<file path="src/rtl/id_ex_stage_pkg.sv">
// Shared encodings for the ID/EX stage: branch, ALU, immediate-select and register-ID codes,
// plus the control word that reset and bubbles both load.
package id_ex_stage_pkg;

  localparam logic [1:0] NB  = 2'b00;
  localparam logic [1:0] B   = 2'b01;
  localparam logic [1:0] BE  = 2'b10;
  localparam logic [1:0] BNE = 2'b11;

  localparam logic [3:0] NO_ALU_OP = 4'h0;
  localparam logic [3:0] ADD_SUB   = 4'h1;

  localparam logic [2:0] IM0 = 3'd0;

  // R0-R7 occupy codes 0-7; REG0 is the "no register" code
  localparam logic [3:0] SP   = 4'd8;
  localparam logic [3:0] T    = 4'd9;
  localparam logic [3:0] IH   = 4'd10;
  localparam logic [3:0] RA   = 4'd11;
  localparam logic [3:0] PC   = 4'd12;
  localparam logic [3:0] REG0 = 4'hF;

  typedef struct packed {
    logic       alu_src;
    logic       mem_to_reg;
    logic       reg_write;
    logic       mem_write;
    logic       mem_read;
    logic [1:0] branch;
    logic       jump;
    logic [3:0] alu_op;
    logic [2:0] src_get;
  } ctrl_t;

  localparam ctrl_t BUBBLE_CTRL = '{
    alu_src: 1'b0, mem_to_reg: 1'b0, reg_write: 1'b0, mem_write: 1'b0, mem_read: 1'b0,
    branch: NB, jump: 1'b0, alu_op: NO_ALU_OP, src_get: IM0
  };
  localparam logic [3:0] BUBBLE_REG = REG0;

endpackage

</file>
<file path="src/rtl/id_ex_stage_hazard_lu_detect.sv">
// Load-use hazard detect: a valid load in EX targets a register that the ID instruction reads.
module hazard_lu_detect
  import id_ex_stage_pkg::*;
#(
  parameter int REG_W = 4
) (
  input  logic             ex_valid,
  input  logic             ex_mem_read,
  input  logic [REG_W-1:0] ex_rd,
  input  logic             id_valid,
  input  logic [REG_W-1:0] id_rs1,
  input  logic [REG_W-1:0] id_rs2,
  output logic             lu
);

  logic [REG_W-1:0] none;
  logic             hit1;
  logic             hit2;

  assign none = REG_W'(REG0);
  assign hit1 = (id_rs1 == ex_rd) && (id_rs1 != none);
  assign hit2 = (id_rs2 == ex_rd) && (id_rs2 != none);
  assign lu   = ex_valid && ex_mem_read && (ex_rd != none) && id_valid && (hit1 || hit2);

endmodule

</file>
<file path="src/rtl/id_ex_stage.sv">
// ID/EX pipeline register with load-use stall, redirect kill and global hold.
module id_ex_stage
  import id_ex_stage_pkg::*;
#(
  parameter int DATA_W = 16,
  parameter int REG_W  = 4
) (
  input  logic              clk,
  input  logic              rst,
  input  logic              id_valid,
  input  logic              id_alu_src,
  input  logic              id_mem_to_reg,
  input  logic              id_reg_write,
  input  logic              id_mem_write,
  input  logic              id_mem_read,
  input  logic [1:0]        id_branch,
  input  logic              id_jump,
  input  logic [3:0]        id_alu_op,
  input  logic [2:0]        id_src_get,
  input  logic [REG_W-1:0]  id_rs1,
  input  logic [REG_W-1:0]  id_rs2,
  input  logic [REG_W-1:0]  id_rd,
  input  logic [DATA_W-1:0] id_rdata1,
  input  logic [DATA_W-1:0] id_rdata2,
  input  logic [DATA_W-1:0] id_imm,
  input  logic [DATA_W-1:0] id_pc,
  input  logic              hold,
  input  logic              redirect,
  output logic              pc_hold,
  output logic              ifid_hold,
  output logic              ex_valid,
  output logic              ex_alu_src,
  output logic              ex_mem_to_reg,
  output logic              ex_reg_write,
  output logic              ex_mem_write,
  output logic              ex_mem_read,
  output logic [1:0]        ex_branch,
  output logic              ex_jump,
  output logic [3:0]        ex_alu_op,
  output logic [2:0]        ex_src_get,
  output logic [REG_W-1:0]  ex_rs1,
  output logic [REG_W-1:0]  ex_rs2,
  output logic [REG_W-1:0]  ex_rd,
  output logic [DATA_W-1:0] ex_rdata1,
  output logic [DATA_W-1:0] ex_rdata2,
  output logic [DATA_W-1:0] ex_imm,
  output logic [DATA_W-1:0] ex_pc,
  output logic [15:0]       bubble_cnt
);

  ctrl_t             id_ctrl;
  ctrl_t             ctrl_p1;
  logic              vld_p1;
  logic [REG_W-1:0]  rs1_p1, rs2_p1, rd_p1;
  logic [DATA_W-1:0] rdata1_p1, rdata2_p1, imm_p1, pc_p1;
  logic [15:0]       bubble_cnt_p1;
  logic              lu;
  logic              insert_bubble;

  assign id_ctrl = '{
    alu_src: id_alu_src, mem_to_reg: id_mem_to_reg, reg_write: id_reg_write,
    mem_write: id_mem_write, mem_read: id_mem_read, branch: id_branch,
    jump: id_jump, alu_op: id_alu_op, src_get: id_src_get
  };

  hazard_lu_detect #(.REG_W(REG_W)) u_lu (
    .ex_valid    (vld_p1),
    .ex_mem_read (ctrl_p1.mem_read),
    .ex_rd       (rd_p1),
    .id_valid    (id_valid),
    .id_rs1      (id_rs1),
    .id_rs2      (id_rs2),
    .lu          (lu)
  );

  // Redirect kills the ID instruction anyway, so a coincident load-use needs no freeze
  assign pc_hold       = hold || (lu && !redirect);
  assign ifid_hold     = pc_hold;
  assign insert_bubble = !hold && (redirect || lu);

  // ---- ID -> EX boundary ----
  always_ff @(posedge clk) begin
    if (rst || insert_bubble) begin
      vld_p1    <= 1'b0;
      ctrl_p1   <= BUBBLE_CTRL;
      rs1_p1    <= REG_W'(BUBBLE_REG);
      rs2_p1    <= REG_W'(BUBBLE_REG);
      rd_p1     <= REG_W'(BUBBLE_REG);
      rdata1_p1 <= '0;
      rdata2_p1 <= '0;
      imm_p1    <= '0;
      pc_p1     <= '0;
    end else if (!hold) begin
      vld_p1    <= id_valid;
      ctrl_p1   <= id_ctrl;
      rs1_p1    <= id_rs1;
      rs2_p1    <= id_rs2;
      rd_p1     <= id_rd;
      rdata1_p1 <= id_rdata1;
      rdata2_p1 <= id_rdata2;
      imm_p1    <= id_imm;
      pc_p1     <= id_pc;
    end
  end

  always_ff @(posedge clk) begin
    if (rst)
      bubble_cnt_p1 <= '0;
    else if (insert_bubble)
      bubble_cnt_p1 <= bubble_cnt_p1 + 16'd1;
  end

  assign ex_valid      = vld_p1;
  assign ex_alu_src    = ctrl_p1.alu_src;
  assign ex_mem_to_reg = ctrl_p1.mem_to_reg;
  assign ex_reg_write  = ctrl_p1.reg_write;
  assign ex_mem_write  = ctrl_p1.mem_write;
  assign ex_mem_read   = ctrl_p1.mem_read;
  assign ex_branch     = ctrl_p1.branch;
  assign ex_jump       = ctrl_p1.jump;
  assign ex_alu_op     = ctrl_p1.alu_op;
  assign ex_src_get    = ctrl_p1.src_get;
  assign ex_rs1        = rs1_p1;
  assign ex_rs2        = rs2_p1;
  assign ex_rd         = rd_p1;
  assign ex_rdata1     = rdata1_p1;
  assign ex_rdata2     = rdata2_p1;
  assign ex_imm        = imm_p1;
  assign ex_pc         = pc_p1;
  assign bubble_cnt    = bubble_cnt_p1;

endmodule
</file>
<file path="config.mk">
export PLATFORM = sky130hd
export DESIGN_NAME = id_ex_stage
export DESIGN_NICKNAME = d
export VERILOG_FILES = /design/src/rtl/id_ex_stage_pkg.sv /design/src/rtl/id_ex_stage_hazard_lu_detect.sv /design/src/rtl/id_ex_stage.sv
export SDC_FILE = /design/constraint.sdc
export NUM_CORES = 1
export LEC_CHECK = 0
export ABC_AREA = 1
export CORE_UTILIZATION = 40
export CTS_CLUSTER_DIAMETER = 30
export DETAILED_ROUTE_END_ITERATION = 8
export PLACE_DENSITY = 0.79
export SLEW_MARGIN = 20
export SYNTH_ARGS = -nofsm -noshare
export SYNTH_HDL_FRONTEND = slang
export SYNTH_SLANG_ARGS = --single-unit
export TNS_END_PERCENT = 30
</file>
<file path="constraint.sdc">
create_clock -name clk -period 3.4 [get_ports clk]
set_clock_uncertainty 0.15 [all_clocks]
set_input_delay 0.68 -clock clk [delete_from_list [all_inputs] [get_ports clk]]
set_output_delay 0.68 -clock clk [all_outputs]
set_load 0.005 [all_outputs]
</file>
Yosys cells after proc, flatten, opt, wreduce, memory -nomap -nowiden. Index checks and enable logic that the tools add are counted.

Bits in registers: 108. Input bits: 96. Output and inout bits: 110. Logic and storage cells: 38.

Add/sub/neg operators: 1. Equality and inequality tests: 5. Reductions and logical operators: 14.

Operator list (count): adder 16 x 1 -> 16 bit (second input constant) (1); != test 4 bit (second input constant) (3); == test 4 bit (2); logical AND 1 bit (8); logical OR 1 bit (4); zero test 1 bit (2).

Longest topological paths before layout.
Depth in word-level cells: 7. Mapped depth: 12. Depth with buffers taken out: 11.

Modules after synthesis. Synthesis repeated with hierarchy kept, for this count alone.

Cells, all modules: 578. Area total of the unflattened synthesis: 4325.4 um^2.

By module, submodules not included: id_ex_stage (instances 1, cells each 533, area an instance 4140.2 um^2, sequential area each 2162.1 um^2); hazard_lu_detect (instances 1, cells each 45, area an instance 185.2 um^2, sequential area each 0.0 um^2).

Worst setup path after synthesis. OpenSTA, ideal clock, no wires.

Path kind: input to output. Start point: input hold. End point: output pc_hold. Data arrival time: 1504 ps. Data required time: 2570 ps. Path slack: 1066 ps. Cell stages on the path: 5. Path buffers: 3. Path through: buf_2 inv_2 clkbuf_1 o21ai_0 buf_4.

Word-level cells in the longest chain between the ends: 1.

Ends and longest elaborated chain: from (decl) (line id_ex_stage.sv:27) `input logic hold,`; logical OR 1 bit (line id_ex_stage.sv:77) `assign pc_hold = hold || (lu && !redirect);`; to (decl) (line id_ex_stage.sv:29) `output logic pc_hold,`.

Every way passes these cells.

Worst setup path after layout.
Start point: input id_rs1[3]. End point: output pc_hold.

Word-level cells in the longest chain between the ends: 6. Elaborated cells between the ends (all ways): 7. Classes of those cells: 2 x eq/ne; 5 x reduce/logical.

Ends and longest elaborated chain: from (decl) (line id_ex_stage.sv:20) `input logic [REG_W-1:0] id_rs1,`; == test 4 bit / != test 4 bit (equally long branches) (line id_ex_stage_hazard_lu_detect.sv:21) `assign hit1 = (id_rs1 == ex_rd) && (id_rs1 != none);`; logical AND 1 bit (*) (line id_ex_stage_hazard_lu_detect.sv:21); logical OR 1 bit (*) (line id_ex_stage_hazard_lu_detect.sv:23) `assign lu = ex_valid && ex_mem_read && (ex_rd != none) && id_valid && (hit1 || hit2);`; logical AND 1 bit (*) (line id_ex_stage_hazard_lu_detect.sv:23); logical AND 1 bit (*) (line id_ex_stage.sv:77); logical OR 1 bit (*) (line id_ex_stage.sv:77).

Mark *: on every way between the ends. The rest lies on a longest branch, timed or not.

==> metrics.md <==
| Metric | Value |
|---|---|
| Total chip power | about 2.6 mW |
| Grt total ovfl | 0 |
| Via count | 4123 |
| Clock Sinks | 108 |
| Multi-input gate area | about 1900 um2 |
| Seq/Total Area, Yosys | 50.5% |
| Die W | 106 um |
| DIE AREA | 11100 um2 |
| Crit start category | input port |
| Drt wl/cell | 14.5 um |
| # DRC | 0 |
| Crit path largest cell delay | 0.53 ns |
| Hold Vio Cnt, Final | 0 |
| Pwr dens | 397 nW/um2 |
| Iteration-0 DRC Markers | 195 |
| Post-Syn Area | 4290 um2 |
| Initial Utilization | 41.3% |
| Final Max Slew Viols | 0 |
| Vias in the first global route | 4161 |
| RSZ-0062 raised after global routing | no |
| GPL Wtd Cong | roughly 0.89 |
| Worst Path Max Fanout | 3 |
| CTS tree | done |
| Yosys reg bits | between 100 and 150 |
| Die H | around 110 um |
| Sequential Area | roughly 2200 um2 |
| GRT Total Usage | 22.0% |
| Worst Hold Class | reg -> reg |
| CP cell instances | clkdlybuf4s50_1, inv_1, nand2_1, nand2_1, nor2_1, nand3_1, nand2_1, nand2_2, o21ai_1, clkdlybuf4s50_1 |
| TritonRoute pass-1 iters | 5 |
| Clock root cell | clkbuf_8 |
| Share of cells above drive strength 1 | 4.47% |
| CP bufs+invs | 3 |
| Total wire length | 12000 um |
| WP data required | about 2.6 ns |
| CP Class | in -> out |
| Setup tns final | 0 ns |
| Vias per std cell | 4.97 |
| Leak | 2.81 nW |
| Worst-Margin Slew | 0.683 ns |
| Longest Clk Path Bufs | 2 |
| Fmax | about 0.3 GHz |
| Core Region | 10400 um2 |
| Post-Synthesis Net Count | 591 |
| Port Buf Inserts | 205 |
| Minimum clock period | 3.26 ns |
| Initial antenna violation count | 0 |
| Crit path max-delay family | buffers and inverters |
| Tcrit/Tclk final | between 90% and 100% |
| Detail Route Antenna Nets | 0 |
| Status | complete, no violations |
| Max-cap violations | 0 |
| Synthesis warning total | 0 |
| Htree depth | 3 |
| Clk Latency, worst-skew pair | 0.36 ns |
| I/O pins | 206 |
| Clock transition at path regs | 0.09 ns |
| Setup-failing EPs final | 0 |
| Layout fillers | around 870 |
| Fin nets | 786 |
| Distinct cells, synth | 19 |
| Most frequent cells in the layout | clkdlybuf4s50_1 (204), nor2_1 (115), dfxtp_1 (108) |
| Commonest non-fill, non-tap cell in the layout | clkdlybuf4s50_1 |
| Arrival time of the worst setup path | around 2.4 ns |
| Max-Slew Margin vs Limit | 54.5% |
| Final HPWL DP | 8940 um |
| First-pass GRT wire length | 19500 um |
| Cells after Synth | 494 |
| Largest net degree at the start of global routing | 47 |
| Mean Syn Cell Area | roughly 8.7 um2 |
| CP most frequent cell | nand2_1 |
| Core Rows | 37 |
| ANT cells | 0 |
| Area grow syn2layout | 55.3% |
| Peak VDD IR | 250 uV |
| Slowest CP cell | clkdlybuf4s50_1 |
| CTS buffer count | 9 |
| Setup crit end kind | output port |
==> tightest hold or removal path, stage by stage, from the launching register on <==
cell and delay [ns]:
dfxtp_1 0.34, nand2_1 0.06, nand4_1 0.07
==> path summary, 6_finish.rpt <==
| path | startpoint | slack (ns) | depth (start not counted) | to |
|---|---|---|---|---|
| worst min-delay path | ex_rs2[0] | 0.35 | 2 | ex_rs2[0] |
| worst max register to register | ex_rd[0] | 1.43 | 12 | ex_imm[9] |
| worst max-delay path | id_rs1[3] | 0.14 | 10 | pc_hold |
| worst min register to register | ex_rs2[0] | 0.35 | 2 | ex_rs2[0] |
==> kinds of logic after synthesis <==
logic type,after synthesis,share of synthesized area [%]
compound gates,27,3.15
fa+ha+maj,1,0.292
simple gates,224,21.7
buf+inv,54,5.72
mux,80,18.7
flops,108,50.5
==> cells in the mapped netlist <==
master,number,area share [%]
ha_1,1,0.29
nor3_1,6,0.70
buf_2,7,0.82
buf_4,9,1.6
nand3_1,33,3.9
nand2_2,1,0.15
nand2_4,3,0.79
o21ai_0,11,1.3
nor2_1,115,10
nand4_1,5,0.73
buf_1,7,0.61
mux2i_1,80,19
dfxtp_1,108,50
inv_2,4,0.35
nand2_1,60,5.3
inv_1,21,1.8
clkbuf_1,6,0.53
and3_1,1,0.15
a21oi_1,16,1.9
==> layer usage <==
| metal | wire length, um | global-route usage (%) |
|---|---|---|
| met4 | 312 | 10.1 |
| met3 | 1160 | 7.92 |
| met5 | 0 | 0 |
| met1 | 4740 | 24.6 |
| met2 | 5820 | 37.5 |
==> stage by stage <==
step	instance area, um2	utilization [%]	instances	hold WS, ns	setup WS, ns
finish	6660	64.2	830	0.353	0.143
global route	6660	64.2	830	0.378	0.0252
CTS	6660	64.2	830	0.359	0.0974
detailed placement	6440	62.1	814	0.333	0.111
global placement	6440	62.1	814	0.319	0.176
floorplan	4290	-	494	0.325	1.07
==> report_power, final <==
group	leakage [nW]	internal, mW	switching [mW]
Clock	0.104	0.420	0.428
Combinational	1.83	0.267	0.170
Sequential	0.884	1.32	0.0336
==> final cells by class <==
cell class / instances / area share [%]
clock buffer: 11 / 1.97
clock inverter: 5 / 1.28
inverter: 25 / 1.41
multi-input combinational: 332 / 28.2
sequential: 108 / 32.5
tap: 136 / 2.56
timing repair buffer: 213 / 32.1
==> what timing repair did <==
item | 4_1_cts | 5_1_grt
setup endpoints to repair | 0 | 2
hold buffers | 0 | 0
hold endpoints to repair | 0 | 0
resized for setup | 0 | 1
buffers inserted | 0 | 0
Note: power is estimated with default switching activity, not from simulation.
